<file path="config.mk">
export PLATFORM = sky130hd
export DESIGN_NAME = control
export DESIGN_NICKNAME = d
export VERILOG_FILES = /design/src/rtl/control.sv
export SDC_FILE = /design/constraint.sdc
export NUM_CORES = 1
export LEC_CHECK = 0
export ABC_AREA = 1
export CORE_MARGIN = 5
export CORE_UTILIZATION = 25
export DETAILED_ROUTE_END_ITERATION = 7
export PLACE_DENSITY = 0.55
export SLEW_MARGIN = 25
export SYNTH_ARGS = -nofsm -noshare
export SYNTH_HDL_FRONTEND = slang
export SYNTH_SLANG_ARGS = --single-unit
</file>
<file path="constraint.sdc">
create_clock -name clk -period 1.7 [get_ports clk]
set_clock_uncertainty 0.2 [all_clocks]
set_input_delay 0.51 -clock clk [delete_from_list [all_inputs] [get_ports clk]]
set_output_delay 0.51 -clock clk [all_outputs]
set_load 0.02 [all_outputs]
</file>
<file path="src/rtl/control.sv">
// Sequencer for the expression-solver datapath: evaluates A*X^2 + B*X + C in Horner form
// and drives the handshake and sticky status flags. All control outputs are registered.
module control #(
    parameter logic H_ADD        = 1'b0,
    parameter logic H_MUL        = 1'b1,
    parameter int   ABORT_ON_OVF = 0
) (
    input  logic       clk,
    input  logic       rst,
    input  logic       start,
    input  logic       zero,
    input  logic       overflow,
    output logic       LX,
    output logic       LS,
    output logic       LH,
    output logic       H,
    output logic [1:0] M0,
    output logic [1:0] M1,
    output logic [1:0] M2,
    output logic       busy,
    output logic       done,
    output logic       ovf_flag,
    output logic       zero_flag
);

    typedef enum logic [2:0] {
        IDLE,
        LOAD,
        MUL1,
        ADD1,
        MUL2,
        ADD2,
        DONE
    } state_t;

    state_t     state_q, state_d;
    logic       ovf_flag_q, ovf_flag_d;
    logic       zero_flag_q, zero_flag_d;
    logic       lx_q, lx_d;
    logic       ls_q, ls_d;
    logic       lh_q, lh_d;
    logic       h_q, h_d;
    logic [1:0] m0_q, m0_d;
    logic [1:0] m1_q, m1_d;
    logic [1:0] m2_q, m2_d;
    logic       busy_q, busy_d;
    logic       done_q, done_d;

    // Next state and flag updates.
    always_comb begin
        state_d     = state_q;
        ovf_flag_d  = ovf_flag_q;
        zero_flag_d = zero_flag_q;
        case (state_q)
            IDLE: begin
                if (start) begin
                    state_d     = LOAD;
                    ovf_flag_d  = 1'b0;
                    zero_flag_d = 1'b0;
                end
            end
            LOAD: state_d = MUL1;
            MUL1, ADD1, MUL2, ADD2: begin
                case (state_q)
                    MUL1:    state_d = ADD1;
                    ADD1:    state_d = MUL2;
                    MUL2:    state_d = ADD2;
                    default: state_d = DONE;
                endcase
                if (overflow) begin
                    ovf_flag_d = 1'b1;
                    if (ABORT_ON_OVF != 0) begin
                        state_d = DONE;
                    end
                end
            end
            DONE: begin
                zero_flag_d = zero;
                state_d     = IDLE;
            end
            default: state_d = IDLE;
        endcase
    end

    // Outputs are decoded from the upcoming state so the registers present them
    // during the cycle that state is occupied.
    always_comb begin
        lx_d   = 1'b0;
        ls_d   = 1'b0;
        lh_d   = 1'b0;
        h_d    = 1'b0;
        m0_d   = 2'b00;
        m1_d   = 2'b00;
        m2_d   = 2'b00;
        busy_d = (state_d != IDLE);
        done_d = (state_d == DONE);
        case (state_d)
            LOAD: lx_d = 1'b1;
            MUL1: begin
                h_d  = H_MUL;
                m0_d = 2'b01;
                m1_d = 2'b01;
                m2_d = 2'b01;
                ls_d = 1'b1;
            end
            ADD1: begin
                h_d  = H_ADD;
                m0_d = 2'b10;
                m1_d = 2'b00;
                m2_d = 2'b10;
                ls_d = 1'b1;
            end
            MUL2: begin
                h_d  = H_MUL;
                m1_d = 2'b01;
                m2_d = 2'b10;
                ls_d = 1'b1;
            end
            ADD2: begin
                h_d  = H_ADD;
                m0_d = 2'b11;
                m1_d = 2'b00;
                m2_d = 2'b10;
                lh_d = 1'b1;
            end
            default: ;
        endcase
    end

    always_ff @(posedge clk or negedge rst) begin
        if (!rst) begin
            state_q     <= IDLE;
            ovf_flag_q  <= 1'b0;
            zero_flag_q <= 1'b0;
            lx_q        <= 1'b0;
            ls_q        <= 1'b0;
            lh_q        <= 1'b0;
            h_q         <= 1'b0;
            m0_q        <= 2'b00;
            m1_q        <= 2'b00;
            m2_q        <= 2'b00;
            busy_q      <= 1'b0;
            done_q      <= 1'b0;
        end else begin
            state_q     <= state_d;
            ovf_flag_q  <= ovf_flag_d;
            zero_flag_q <= zero_flag_d;
            lx_q        <= lx_d;
            ls_q        <= ls_d;
            lh_q        <= lh_d;
            h_q         <= h_d;
            m0_q        <= m0_d;
            m1_q        <= m1_d;
            m2_q        <= m2_d;
            busy_q      <= busy_d;
            done_q      <= done_d;
        end
    end

    assign LX        = lx_q;
    assign LS        = ls_q;
    assign LH        = lh_q;
    assign H         = h_q;
    assign M0        = m0_q;
    assign M1        = m1_q;
    assign M2        = m2_q;
    assign busy      = busy_q;
    assign done      = done_q;
    assign ovf_flag  = ovf_flag_q;
    assign zero_flag = zero_flag_q;

endmodule
</file>
==> results.py <==
metrics = {
    "route": {
        "viasPerCell": 3.90,
        "wl_per_cell_um": 9.00,
        "drt_iter0_markers": 5,
        "wirelength_um": 927,
        "ant_nets": 0,
        "remaining_drc_errors": 0,
        "vias": 402,
        "first_pass_iters": 4,
    },
    "finish": {
        "diodes": 0,
        "fill_cells": 230,
        "multiInputGateArea_um2": 128,
        "most-common-layout-cells": "dfrtp_1, nand2_1, inv_1, dlygate4sd2_1, clkdlybuf4s15_1",
        "synthToLayoutAreaGrowth_pct": 38.7,
        "final_cells": 103,
        "layout-drive-gt1-share": 0.0800,
        "final_core_util": 0.355,
        "seq_area_um2": 375,
        "final_nets": 81,
        "final_common_cell": "dfrtp_1",
    },
    "synthesis": {
        "syn_inst": 55,
        "synth_top_area_cell": "dfrtp_1",
        "avgSynthCellArea_um2": 10.1,
        "synth.distinct_cells": 12,
        "synthTopCellsByArea": "dfrtp_1, nand2_1, inv_1, nand3_1, o21ai_0",
        "syn_area_um2": 556,
        "yosysWarnings": 0,
        "synth_top_area_share": 0.676,
        "synth_seq_cells": 15,
        "syn-num-nets": 60,
        "synth_seq_area_share": 0.676,
    },
    "floorplanning": {
        "dieArea_mm2": 0.00326,
        "die_w_um": 57.1,
        "die_y_um": 57.1,
        "start_util": 0.256,
        "rows": 17,
        "core-area_mm2": 0.00217,
        "ios": 19,
    },
    "timing": {
        "clock.fmax_ghz": 0.600,
        "tns_ns": 0,
        "rsz0062_at_grt": "yes",
        "setup_violations": 0,
        "drv_slew": 0,
        "finalCriticalPeriod_ns": 1.67,
        "finalHoldViolCount": 0,
        "finalCritPeriodShare": 0.981,
    },
    "cts": {
        "numCtsBuffers": 3,
        "cts_sinks": 15,
        "cts_resized": 13,
        "cts-htree-levels": 1,
        "ctsHoldBuffers": 0,
        "cts_root_buf": "clkbuf_4",
        "cts_buffer_depth": 2,
        "clk_latency_ns": 0.27,
        "post_cts_buffers": 0,
        "cts_tree": "done",
        "cts.clk_slew.worst_paths_ns": 0.08,
    },
    "global_route": {
        "overflow": 0,
        "track_usage": 0.0669,
        "grt_max_degree": 16,
        "antenna_found_initial": 0,
        "grt_pass1_vias": 383,
        "grt_pass1_wl_um": 1680,
    },
    "critical_path": {
        "critPathMaxFanout": 2,
        "cp-start-kind": "register",
        "ff2ff_path_depth": 4,
        "path_depth": 1,
        "crit_buf_inv": 1,
        "r2r-end": "zero_flag",
        "crit_path_top_delay_cell": "dfrtp_1",
        "r2r-start": "state_q[1]",
        "max_stage_delay_ns": 0.37,
        "critPathCaptureType": "output port",
        "path_cells": "dlygate4sd2_1",
        "crit_family": "flip-flops",
        "critPathKind": "register to output port",
        "cp-startpoint": "M1[0]",
        "cp.arrival_ns": 0.96,
        "cp.required_ns": 0.99,
        "r2r_slack_ns": 0.33,
    },
    "hold_path": {
        "hp-class": "register to register",
        "holdPathEnd": "ovf_flag",
        "hold_start": "ovf_flag",
        "min_delay_path_depth": 2,
    },
    "place": {
        "gp_congestion": 0.782,
        "dp.cells": 99,
        "dp_hpwl_um": 701,
        "io_buffer_count": 17,
    },
    "power": {
        "p_leak_uw": 0.000433,
        "ir_worst_vdd_mv": 0.609,
        "power.density_mw_per_mm2": 1820,
    },
    "outcome": {
        "outcome": "complete, no violations",
    },
    "job": {
        "drv_cap": 0,
    },
}
## worst max path at each step
stage,to,slack (ns)
3_5_place_dp,ovf_flag,0.04
4_1_cts,ovf_flag,0.009
6_report,H,0.03
2_1_floorplan,M1[0],0.38
5_1_grt,M1[0],-0.03
3_3_place_gp,zero_flag,0.07
## cell type report
class                      count  area share
clock buffer                   4      0.0341
inverter                      10      0.0487
multi-input combinational     28       0.166
sequential                    15       0.487
tap                           28      0.0455
timing repair buffer          18       0.219
## metal layers
metal | GRT usage | vias up | wire length (µm)
li1 | - | 208 | -
met1 | 0.0724 | 178 | 381
met2 | 0.106 | 14 | 435
met3 | 0.0317 | 2 | 100
met4 | 0.0397 | 0 | 8
met5 | 0 | - | 0
## power breakdown
part           internal (µW)  switching, µW
registers                506           79.9
logic                    233            394
clock network           90.7           97.2
total                    830            571
## logic make-up (layout without fill, tap and decap cells)
| kind of cell | Yosys count | count (layout) | share of synthesized area |
|---|---|---|---|
| compound gates | 4 | 4 | 0.0405 |
| buf+inv | 12 | 32 | 0.0946 |
| flops | 15 | 15 | 0.676 |
| other cells | 1 | 1 | 0.00675 |
| simple gates | 23 | 23 | 0.182 |
## registers in the layout (all words and copies together) (netlist names)
register,cells
LH,1
LS,1
LX,1
M0,2
M1,1
M2,2
busy,1
done,1
ovf_flag,1
state_q,3
zero_flag,1
## worst min-delay path, delay by kind of cell (launching register included)
kind / cells / cell delay, ns
flip-flops: 1 / 0.36
AND/OR/NAND/NOR: 2 / 0.11
## through the flow
stage               setup WS, ns  cell area (µm²)  hold WS, ns  power (µW)
floorplan                  0.377              556       0.0144        1000
global placement          0.0668              753        0.262        1300
detailed placement        0.0445              753        0.286        1310
CTS                      0.00859              763        0.299        1410
global route             -0.0281              771        0.332        1530
finish                    0.0331              771        0.297        1400
## cell usage after synthesis (all sizes together)
cell / n
buf: 2
nand3: 6
dfrtp: 15
nand4: 1
inv: 10
o21ai: 3
nor2: 3
nand2: 13
conb: 1
o21a: 1
No activity file was read; power rests on OpenSTA's default activity.
